[src/rtl/fifo_wr_arbiter.sv]
// Round-robin write arbiter: shares one FIFO write port among N_REQ
// valid/ready producers, granting bounded bursts and stalling on full.
module fifo_wr_arbiter #(
    parameter int N_REQ     = 4,
    parameter int DATA_W    = 8,
    parameter int BURST_MAX = 4
) (
    input  logic                       clk,
    input  logic                       rst,
    input  logic [N_REQ-1:0]           req_valid,
    input  logic [N_REQ*DATA_W-1:0]    req_data,
    output logic [N_REQ-1:0]           req_ready,
    input  logic                       fifo_full,
    output logic                       fifo_w_en,
    output logic [DATA_W-1:0]          fifo_data_in,
    output logic                       grant_active,
    output logic [$clog2(N_REQ)-1:0]   grant_id
);

    localparam int IDW = $clog2(N_REQ);
    localparam int CW  = $clog2(BURST_MAX + 1);
    localparam logic [CW-1:0]  BURST_LAST = CW'(BURST_MAX);
    localparam logic [IDW-1:0] LAST_ID    = IDW'(N_REQ - 1);

    typedef enum logic {IDLE, GRANT} state_t;

    state_t         state, state_nx;
    logic [IDW-1:0] owner, owner_nx;
    logic [IDW-1:0] rr_ptr, rr_ptr_nx;
    logic [CW-1:0]  beat_cnt, beat_cnt_nx;

    // Unpack the flat data bus into one word per requester.
    logic [DATA_W-1:0] lane_data [N_REQ];
    for (genvar i = 0; i < N_REQ; i++) begin : g_lane
        assign lane_data[i] = req_data[i*DATA_W +: DATA_W];
    end

    // Round-robin pick: first valid index at or after rr_ptr, wrapping.
    logic           pick_found;
    logic [IDW-1:0] pick_id;
    always_comb begin
        logic [IDW:0] cand;
        pick_found = 1'b0;
        pick_id    = '0;
        for (int k = 0; k < N_REQ; k++) begin
            cand = {1'b0, rr_ptr} + (IDW+1)'(k);
            if (cand >= (IDW+1)'(N_REQ))
                cand = cand - (IDW+1)'(N_REQ);
            if (!pick_found && req_valid[cand[IDW-1:0]]) begin
                pick_found = 1'b1;
                pick_id    = cand[IDW-1:0];
            end
        end
    end

    // Owner status; the bounds guard only matters for non-power-of-two N_REQ.
    logic           own_valid;
    logic [CW-1:0]  beat_inc;
    logic [IDW-1:0] owner_next_ptr;
    assign own_valid      = (int'(owner) < N_REQ) ? req_valid[owner] : 1'b0;
    assign beat_inc       = beat_cnt + CW'(1);
    assign owner_next_ptr = (owner == LAST_ID) ? '0 : owner + IDW'(1);

    // Next-state and outputs; full only gates outputs, a stall holds state.
    always_comb begin
        state_nx     = state;
        owner_nx     = owner;
        rr_ptr_nx    = rr_ptr;
        beat_cnt_nx  = beat_cnt;
        req_ready    = '0;
        fifo_w_en    = 1'b0;
        fifo_data_in = '0;
        grant_active = 1'b0;
        grant_id     = '0;
        case (state)
            IDLE: begin
                if (pick_found) begin
                    owner_nx    = pick_id;
                    beat_cnt_nx = '0;
                    state_nx    = GRANT;
                end
            end
            GRANT: begin
                grant_active     = 1'b1;
                grant_id         = owner;
                req_ready[owner] = !fifo_full;
                fifo_w_en        = own_valid && !fifo_full;
                fifo_data_in     = lane_data[owner];
                if (!own_valid || (!fifo_full && beat_inc == BURST_LAST)) begin
                    // Owner dropped out or burst exhausted: hand back priority.
                    state_nx    = IDLE;
                    rr_ptr_nx   = owner_next_ptr;
                    beat_cnt_nx = '0;
                end else if (!fifo_full) begin
                    beat_cnt_nx = beat_inc;
                end
            end
            default: state_nx = IDLE;
        endcase
    end

    // State registers, cleared asynchronously.
    always_ff @(posedge clk or negedge rst) begin
        if (!rst) begin
            state    <= IDLE;
            owner    <= '0;
            rr_ptr   <= '0;
            beat_cnt <= '0;
        end else begin
            state    <= state_nx;
            owner    <= owner_nx;
            rr_ptr   <= rr_ptr_nx;
            beat_cnt <= beat_cnt_nx;
        end
    end

endmodule

[config.mk]
export PLATFORM = sky130hd
export DESIGN_NAME = fifo_wr_arbiter
export DESIGN_NICKNAME = d
export VERILOG_FILES = /design/src/rtl/fifo_wr_arbiter.sv
export SDC_FILE = /design/constraint.sdc
export NUM_CORES = 1
export LEC_CHECK = 0
export BUFFER_PORTS_ARGS = -buffer_cell sky130_fd_sc_hd__buf_2
export CAP_MARGIN = 20
export CORE_MARGIN = 4
export CORE_UTILIZATION = 45
export CTS_BUF_LIST = sky130_fd_sc_hd__clkbuf_8
export DETAILED_ROUTE_END_ITERATION = 10
export PLACE_DENSITY = 0.86
export SKIP_CTS_REPAIR_TIMING = 1
export SLEW_MARGIN = 20
export SYNTH_ARGS = -nofsm -noshare
export SYNTH_HDL_FRONTEND = slang
export SYNTH_SLANG_ARGS = --single-unit
[constraint.sdc]
create_clock -name clk -period 4.05 [get_ports clk]
set_clock_uncertainty 0.2 [all_clocks]
set_input_delay 0.2025 -clock clk [delete_from_list [all_inputs] [get_ports clk]]
set_output_delay 0.2025 -clock clk [all_outputs]
set_load 0.05 [all_outputs]
# == Word-level counts from Yosys, hierarchy flattened ==
# Cells that the tools add are included.
# W data, S select, Z words.
# op_classes
n_addsub,9
magnitude_cmp,11
eq_ne,4
n_mux,40
bitwise,3
n_reduce_logical,15
# ops
op,n
$mux W8,3
$mux W2,10
$bmux W8 S2,1
$lt A2 B3 Y1 const B,5
$mux W1,14
$ge A3 B3 Y1 const B,4
$bmux W1 S2,5
$mux W3,3
$sub A2 B1 Y2 const B,4
$add A2 B2 Y3 const B,2
$logic_and A1 B1 Y1,6
$pmux W3 S2,1
$reduce_and A2 Y1,3
$logic_not A1 Y1,5
$and A4 B4 Y4,1
$mux W4,1
$add A2 B1 Y3 const B,1
$add A3 B1 Y3 const B,1
$eq A3 B3 Y1 const B,1
$ge A2 B3 Y1 const B,1
$ne A3 B2 Y1 const B,1
$not A2 Y3,1
$add A2 B1 Y2 const B,1
$demux W1 S2,1
6 further kinds,6
# word_totals
ff_bits,8
out_inout_bits,16

# == Logic depth before layout (Yosys ltp) ==
# Gate-level depths: netlist (run 1).
# logic_depth
word_depth,16
mapped_depth,6
ltp_nobuf,6

# == Worst setup path before layout (run 1) ==
# No wires, ideal clock.
# synth_path
path_type,register to output
start,register owner[0]
end,output fifo_data_in[0]
arrival_time_ps,1538
required_ps,3648
slack_ps,2110
path_stages_with_launch,4
path_buffers,1
cell_sequence,dfrtp_1 buf_2 mux4_2 and2_1
# synth_via
elab_chain_len,5
# synth_rtl
item,line_no,source
start: declaration,28,"logic [IDW-1:0] owner, owner_nx;"
start signal: assignment,111,owner <= owner_nx;
$not A2 Y3 (not written as such),88,fifo_data_in = lane_data[owner];
$bmux W8 S2,88,
$mux W8 (not written as such) (2 in a row),88,
$mux W8,75,case (state)
end: declaration,15,"output logic [DATA_W-1:0] fifo_data_in,"
# No other way between the ends. The select of a mux whose other input is x is not followed.

# == Worst setup path in the final report (run 1) ==
# layout_path
start,register owner[0]
end,output fifo_w_en
# layout_via
elab_chain_len,4
# layout_rtl
item,line_no,source
$bmux W1 S2,60,assign own_valid = (int'(owner) < N_REQ) ? req_valid[owner] : 1'b0;
$mux W1 (not written as such),60,
$logic_and A1 B1 Y1,87,fifo_w_en = own_valid && !fifo_full;
$mux W1,75,
end: declaration,14,"output logic fifo_w_en,"
# No other way between the ends. The select of a mux whose other input is x is not followed.

==> flow_metrics.py, run 1 <==
metrics = {
    "status": {
        "outcome": "finished clean",
    },
    "floorplanning": {
        "row_count": 15,
        "io_pins": 55,
        "core_sq_mm": 0.00173,
        "die_x_um": 50.7,
        "die-area_sq_mm": 0.00257,
        "die_y_um": 50.7,
        "start_util_pct": 47.5,
    },
    "synthesis": {
        "postSynthCellCount": 80,
        "synth_nets": 125,
        "yosys.area.top_type_share_pct": 24.7,
        "async_flop_share_pct": 100,
        "ys_top_cells_by_count": "and2_1 (14), inv_1 (9), mux4_2 (9)",
        "synth_edf_count": 0,
        "synth_cell_types": 26,
        "avgSynthCellArea_sq_um": 10.2,
        "seq_area_frac_synth_pct": 24.4,
        "synth-main-ff-cell": "dfrtp_1",
        "yosys_register_bits": 8,
        "synth_area_leaders": "mux4_2 (25%), dfrtp_1 (24%), and2_1 (11%), ha_1 (9.2%), inv_1 (4.1%)",
        "synth_top_cell_by_area": "mux4_2",
        "yosys_warnings": 0,
        "yosysMostFrequentCell": "and2_1",
        "netlist_area_sq_um": 820,
    },
    "global_routing": {
        "gr-usage-all-layers_pct": 18.6,
        "use_met2_pct": 30.4,
        "grt_max_degree": 15,
        "antenna_found_initial": 0,
        "grt.overflow.total": 0,
        "use_met1_pct": 20.1,
        "top_usage_layer": "met2",
        "use_met3_pct": 7.42,
        "grt_pass1_wl_mm": 3.53,
        "grt_pass1_vias": 815,
    },
    "timing": {
        "worst_pin_slew_ns": 0.652,
        "fin_crit_sh_pct": 58.9,
        "hold_viol": 0,
        "fmax_mhz": 419,
        "slew-limit-headroom_pct": 56.5,
        "setup_viol": 0,
        "drv_slew": 0,
        "holdWs_ns": 0.121,
        "period_needed_ns": 2.39,
        "worst_slack_ns": 1.66,
        "setup_tns_ns": 0,
        "rsz0062_at_grt": "no",
    },
    "power": {
        "p_total_w": 0.000932,
        "vdd_drop_max_mv": 0.480,
        "p_sw_w": 0.000515,
        "p_clk_share_pct": 10.3,
        "power_leakage_nw": 0.601,
        "p_seq_share_pct": 20.8,
        "power_frac_comb_pct": 68.9,
        "swShare_pct": 55.3,
        "pwr_density_cell_mw_per_mm2": 805,
        "cell_internal_pwr_w": 0.000417,
    },
    "placement": {
        "hpwl_mm": 1.87,
        "place.gp.congestion": 0.787,
        "place_ws_ns": 1.82,
        "port_buffers": 54,
    },
    "drt": {
        "antenna_left": 0,
        "via_per_inst": 5.47,
        "dr.pass1.iters": 7,
        "num_vias": 875,
        "drc": 0,
        "wl_mm": 2.30,
        "drt-initial-drc-count": 20,
        "routedWlPerCell_um": 14.4,
    },
    "setup_path": {
        "end_kind": "output pin",
        "rrSetupSlack_ns": 1.81,
        "cp.required_ns": 3.65,
        "start_kind": "flop",
        "critPathArrivalTime_ns": 1.98,
        "worst-path-max-fanout": 14,
        "critical_path_class": "flop to output pin",
    },
    "flow_run": {
        "maxCapViolations": 0,
    },
    "clock_tree": {
        "root_buffer": "clkbuf_8",
        "numCtsBuffers": 3,
        "clock_latency_ns": 0.23,
        "h-tree-depth": 1,
        "cts_tree": "built",
        "cts_buffer_depth": 2,
        "clk_pin_slew_worst_paths_ns": 0.04,
        "clkSinkCount": 8,
    },
    "layout": {
        "n_antenna_cell": 0,
        "layout.nets": 182,
        "drive_above_1_share_pct": 52.6,
        "fillers": 144,
        "area_growth_pct": 41.2,
    },
    "hold_path": {
        "hold_class": "input pin to flop",
    },
}
layout by cell type, fill, tap and decap left out, types with 3 or more instances in the layout:
master and count:
nor2_1 3, inv_1 9, buf_2 54, and2_1 14, nand2_1 3, mux4_2 9
dfrtp_1 8, ha_1 6, o21ai_0 3, clkbuf_8 3
cell families (layout without fill, tap and decap cells):
group	count (synthesis)	in the layout	synth area share [%]
mux	13	13	30.7
simple gates	25	25	16.9
fa+ha+maj	6	6	9.16
compound gates	15	15	12.4
flops	8	8	24.4
buf+inv	13	68	6.41
final timing paths:
| path | start | end | cells past startpoint |
|---|---|---|---|
| min in group asynchronous | rst | state | 2 |
| setup reg to reg | owner[0] | rr_ptr[1] | 4 |
| hold reg to reg | beat_cnt[2] | beat_cnt[2] | 2 |
| hold / removal | req_valid[3] | owner[1] | 3 |
| setup / recovery | owner[0] | fifo_w_en | 4 |
| max in group asynchronous | rst | beat_cnt[2] | 2 |
critical path, cell delays in order (launching register included):
cell and delay [ns]:
dfrtp_1 0.75, mux4_2 0.65, nand2_1 0.11, inv_2 0.04, buf_2 0.20
through the flow:
step	area, sq um	cells	utilization (%)
4_1_cts	1150	159	66.4
2_1_floorplan	820	80	-
3_3_place_gp	1110	156	64.1
6_report	1160	160	67.0
3_5_place_dp	1110	156	64.1
5_1_grt	1160	160	67.0
power by group through the flow:
stage / Clock (W) / Sequential (W) / Combinational, W
2_1_floorplan: 0 / 0.000157 / 0.000545
3_3_place_gp: 0 / 0.000193 / 0.000627
3_5_place_dp: 0 / 0.000196 / 0.000638
4_1_cts: 0.0000987 / 0.000195 / 0.000644
5_1_grt: 0.000104 / 0.000208 / 0.000680
6_report: 0.0000959 / 0.000194 / 0.000643
registers in the layout, summed over array words and instances (netlist names):
| name | flops |
|---|---|
| beat_cnt | 3 |
| owner | 2 |
| state | 1 |
| rr_ptr | 2 |
final cells by class:
class / instances / area [sq um] / area share (%)
multi-input combinational: 59 / 567 / 49.0
timing repair buffer: 55 / 280 / 24.2
sequential: 8 / 200 / 17.3
clock buffer: 3 / 41.3 / 3.57
inverter: 10 / 37.5 / 3.24
tap: 25 / 31.3 / 2.70
routing by layer:
metal	up-vias	wire [um]
li1	404	-
met1	402	816
met2	64	1080
met3	5	355
met4	0	45
met5	-	0
No activity file was read; power rests on OpenSTA's default activity.
==> run 2, diff against run 1 <==
- CORE_UTILIZATION: 45 -> 39
- PLACE_DENSITY: 0.86 -> 0.79
- clock period: 4.05 -> 2.1 ns (I/O delays scaled with it)
==> run 2 against run 1 <==
Die area increased by 13%. Final cell count increased by 3.1%. Critical endpoint is now fifo_data_in[6]. Combinational power is 110% higher. Highest routed layer unchanged.
==> flow_metrics.py, run 2 (synthesized netlist as in run 1, its figures left out) <==
metrics = {
    "clock_tree": {
        "clkSinkCount": 8,
        "clock_latency_ns": 0.24,
        "cts_tree": "built",
        "h-tree-depth": 1,
        "numCtsBuffers": 3,
        "clk_pin_slew_worst_paths_ns": 0.04,
        "root_buffer": "clkbuf_8",
        "cts_buffer_depth": 2,
    },
    "flow_run": {
        "maxCapViolations": 0,
    },
    "global_routing": {
        "grt_pass1_vias": 884,
        "grt_max_degree": 15,
        "antenna_found_initial": 0,
        "gr-usage-all-layers_pct": 17.5,
        "grt.overflow.total": 0,
        "grt_pass1_wl_mm": 3.63,
    },
    "drt": {
        "num_vias": 873,
        "drt-initial-drc-count": 14,
        "routedWlPerCell_um": 15.3,
        "via_per_inst": 5.29,
        "wl_mm": 2.52,
        "drc": 0,
        "dr.pass1.iters": 6,
        "antenna_left": 0,
    },
    "layout": {
        "final_cell_mix": "buf_2 (54), and2_1 (14), inv_1 (9), mux4_2 (9), dfrtp_1 (8)",
        "largest_reg_flops": 3,
        "area_growth_pct": 44.3,
        "final_common_cell": "buf_2",
        "top_regs": "beat_cnt: 3 flops, owner: 2 flops, rr_ptr: 2 flops",
        "drive_above_1_share_pct": 53.6,
        "regMostFlops": "beat_cnt",
        "n_antenna_cell": 0,
        "layout.nets": 185,
    },
    "timing": {
        "fin_crit_sh_pct": 94.1,
        "holdWs_ns": 0.00860,
        "fmax_mhz": 506,
        "setup_viol": 0,
        "slew-limit-headroom_pct": 73.4,
        "setup_tns_ns": 0,
        "period_needed_ns": 1.98,
        "worst_pin_slew_ns": 0.399,
        "hold_viol": 0,
        "rsz0062_at_grt": "no",
        "drv_slew": 0,
    },
    "setup_path": {
        "critPathArrivalTime_ns": 1.67,
        "crit_slowest_cell": "mux4_2",
        "worst-path-max-fanout": 5,
        "critPathTopFamily": "multiplexers",
        "cpPeakStageDelay_ns": 0.50,
        "start_kind": "flop",
        "critical_path_class": "flop to output pin",
        "startpoint": "owner[0]",
        "path_buf_inv": 2,
        "end_kind": "output pin",
        "r2r-start": "owner[0]",
        "cp.required_ns": 1.79,
        "crit_chain": "buf_4, mux4_2, and2_1, buf_2",
    },
    "power": {
        "swShare_pct": 54.8,
        "p_seq_share_pct": 16.2,
        "power_leakage_nw": 0.616,
        "pwr_density_cell_mw_per_mm2": 1580,
        "p_clk_share_pct": 10.5,
        "power_frac_comb_pct": 73.4,
        "cell_internal_pwr_w": 0.000844,
        "p_sw_w": 0.00102,
        "vdd_drop_max_mv": 0.953,
    },
    "placement": {
        "hpwl_mm": 2.13,
        "port_buffers": 54,
        "place.gp.congestion": 0.807,
    },
    "status": {
        "outcome": "finished clean",
    },
    "floorplanning": {
        "row_count": 16,
        "core_sq_mm": 0.00198,
        "io_pins": 55,
        "die_y_um": 53.8,
        "start_util_pct": 41.4,
        "die-area_sq_mm": 0.00290,
        "die_x_um": 53.8,
    },
    "hold_path": {
        "holdCritStartpoint": "req_valid[3]",
        "hold_class": "input pin to flop",
    },
}
-- run 2: changes by cell type in the layout (fill, tap and decap cells not counted) --
cell	change
buf_4	+3
-- run 2: layout make-up --
type	instances	area, sq um
multi-input combinational	59	567
fill	173	800
sequential	8	200
inverter	10	37.5
tap	27	33.8
clock buffer	3	41.3
timing repair buffer	58	303
-- run 2: tightest hold or removal path, delay by kind of cell --
family / cells / cell delay [ns]
buffers and inverters: 1 / 0.12
AOI/OAI and AO/OA: 2 / 0.16
-- run 2: path summary, 6_finish.rpt --
kind / cells past startpoint / end / slack, ns
max in group asynchronous: 2 / beat_cnt[2] / 1.50
worst min register to register: 1 / beat_cnt[0] / 0.30
worst max-delay path: 4 / fifo_data_in[6] / 0.12
min in group asynchronous: 2 / rr_ptr[0] / 0.03
worst min-delay path: 3 / owner[1] / 0.009
worst max register to register: 4 / rr_ptr[1] / 0.34
-- run 2: power groups by stage --
stage | logic (W) | registers [W] | clock network [W]
floorplan | 0.00105 | 0.000303 | 0
global placement | 0.00133 | 0.000295 | 0
detailed placement | 0.00137 | 0.000303 | 0
CTS | 0.00138 | 0.000302 | 0.000193
global route | 0.00145 | 0.000312 | 0.000202
finish | 0.00137 | 0.000302 | 0.000195
-- run 2: through the flow --
stage	power (W)	setup WS [ns]	instance area (sq um)	std cells	utilization, %
floorplan	0.00135	0.257	820	80	-
global placement	0.00163	0.378	1130	161	57.1
detailed placement	0.00167	0.330	1130	161	57.1
CTS	0.00187	0.109	1170	164	59.2
global route	0.00196	0.0326	1180	165	59.7
finish	0.00187	0.125	1180	165	59.7
-- run 2: per-layer routing --
layer  up-vias  GRT usage (%)  share of wire, %
met2        60           33.3                49
met3         3           5.26                13
met4         0           6.38              0.99
met5         -              0                 0
met1       403           17.4                37
li1        407              -                 -
==> run 3, diff against run 2 <==
- CORE_UTILIZATION: 39 -> 43
- PLACE_DENSITY: 0.79 -> 0.82
- clock period: 2.1 -> 1.9 ns (I/O delays scaled with it)
==> run 3 against run 2 <==
Sequential power up 3%. Worst setup slack worse by 0.12 ns. Power up 32%. Largest cell class unchanged. Sequential share of layout area down 1.7 points. Sequential cell count unchanged. Wire length up 14%. Utilization up 15 points. Combinational power up 42%. Clock power up 7%. Largest power group unchanged. Worst hold slack worse by 0.0067 ns. Clock-buffer cell count unchanged. Cell area up 11%.
==> flow_metrics.py, run 3 (synthesized netlist as in run 1, its figures left out) <==
metrics = {
    "floorplanning": {
        "die_x_um": 51.7,
        "core_sq_mm": 0.00176,
        "io_pins": 55,
        "die-area_sq_mm": 0.00267,
        "die_y_um": 51.7,
        "start_util_pct": 46.5,
        "row_count": 15,
    },
    "timing": {
        "hold_viol": 0,
        "rsz0062_at_grt": "yes",
        "worst_pin_slew_ns": 0.400,
        "setup_viol": 0,
        "slew-limit-headroom_pct": 73.1,
        "drv_slew": 0,
        "fin_crit_sh_pct": 100,
        "period_needed_ns": 1.90,
        "holdWs_ns": 0.00195,
        "fmax_mhz": 527,
    },
    "layout": {
        "final_common_cell": "buf_2",
        "seqCellArea_sq_um": 200,
        "area_growth_pct": 60.0,
        "regMostFlops": "beat_cnt",
        "multi_input_area_sq_um": 589,
        "final_cell_mix": "buf_2 (45), inv_1 (9), mux4_2 (9)",
        "design_area_sq_mm": 0.00131,
        "n_antenna_cell": 0,
        "fillers": 142,
        "top_regs": "beat_cnt: 3 flops, owner: 2 flops, rr_ptr: 2 flops",
        "largest_reg_flops": 3,
        "drive_above_1_share_pct": 61.0,
        "layout.nets": 188,
    },
    "power": {
        "power_leakage_nw": 0.669,
        "pwr_density_cell_mw_per_mm2": 1880,
        "vdd_drop_max_mv": 1.17,
    },
    "clock_tree": {
        "h-tree-depth": 1,
        "root_buffer": "clkbuf_8",
        "clk_pin_slew_worst_paths_ns": 0.05,
        "cts_buffer_depth": 2,
        "cts_tree": "built",
        "numCtsBuffers": 3,
        "clock_latency_ns": 0.24,
        "clkSinkCount": 8,
    },
    "setup_path": {
        "end_kind": "output pin",
        "cp.required_ns": 1.60,
        "critical_path_class": "flop to output pin",
        "path_depth": 4,
        "crit_chain": "buf_6, mux4_2, and2_4, buf_8",
        "worst-path-max-fanout": 6,
        "cpPeakStageDelay_ns": 0.51,
        "r2r_cells": 5,
        "crit_slowest_cell": "mux4_2",
        "path_buf_inv": 2,
        "start_kind": "flop",
        "critPathArrivalTime_ns": 1.60,
        "critPathTopFamily": "multiplexers",
    },
    "drt": {
        "antenna_left": 0,
        "dr.pass1.iters": 4,
        "routedWlPerCell_um": 17.4,
        "wl_mm": 2.89,
        "drt-initial-drc-count": 9,
        "drc": 0,
        "num_vias": 898,
        "via_per_inst": 5.41,
    },
    "global_routing": {
        "grt_max_degree": 13,
        "antenna_found_initial": 0,
        "use_met1_pct": 20.1,
        "use_met2_pct": 33.1,
        "grt_pass1_vias": 913,
        "use_met3_pct": 8.31,
        "gr-usage-all-layers_pct": 19.1,
        "top_usage_layer": "met2",
        "grt.overflow.total": 0,
        "grt_pass1_wl_mm": 3.80,
    },
    "status": {
        "outcome": "finished clean",
    },
    "placement": {
        "place.gp.congestion": 0.804,
        "hpwl_mm": 2.05,
        "port_buffers": 54,
        "placed_cell_area_sq_mm": 0.00114,
    },
    "flow_run": {
        "maxCapViolations": 0,
    },
    "hold_path": {
        "min_path_cells": 3,
        "hold_class": "input pin to flop",
    },
}
run 3: worst min-delay path, cell delays in order:
cell and delay, ns:
buf_2 0.12, a21oi_1 0.06, o22ai_1 0.11
run 3: layout make-up:
type / count / share of cell area [%]
Multi-Input combinational cell: 59 / 44.9
Timing Repair Buffer: 61 / 31.4
Sequential cell: 8 / 15.3
Clock buffer: 3 / 3.15
Inverter: 10 / 2.86
Tap cell: 25 / 2.39
run 3: routing by layer:
| layer | vias up | routed length, um |
|---|---|---|
| met5 | - | 0 |
| met4 | 0 | 81 |
| met3 | 10 | 316 |
| met2 | 46 | 1440 |
| met1 | 428 | 1050 |
| li1 | 414 | - |
run 3: through the flow:
step	setup slack (ns)	TNS [ns]	power, W	cells	util [%]
3_5_place_dp	0.148	0	0.00187	160	64.4
4_1_cts	-0.0901	-0.631	0.00209	163	66.7
5_1_grt	-0.0359	-0.262	0.00260	166	74.3
3_3_place_gp	0.199	0	0.00182	160	64.4
2_1_floorplan	0.0670	0	0.00150	80	-
6_report	0.000793	0	0.00247	166	74.3
run 3: worst paths after layout:
check,end,start,slack (ns)
setup / recovery,fifo_data_in[6],owner[0],0.0008
hold / removal,owner[1],req_valid[3],0.002
setup reg to reg,rr_ptr[1],owner[0],0.02
hold reg to reg,beat_cnt[2],beat_cnt[2],0.29
max in group asynchronous,state,rst,1.29
min in group asynchronous,rr_ptr[0],rst,0.03
run 3: where the power goes:
group / total, W / switching, W / internal (W)
clock: 0.000208 / 0.0000707 / 0.000138
combinational: 0.00195 / 0.00108 / 0.000868
sequential: 0.000310 / 0.0000711 / 0.000239
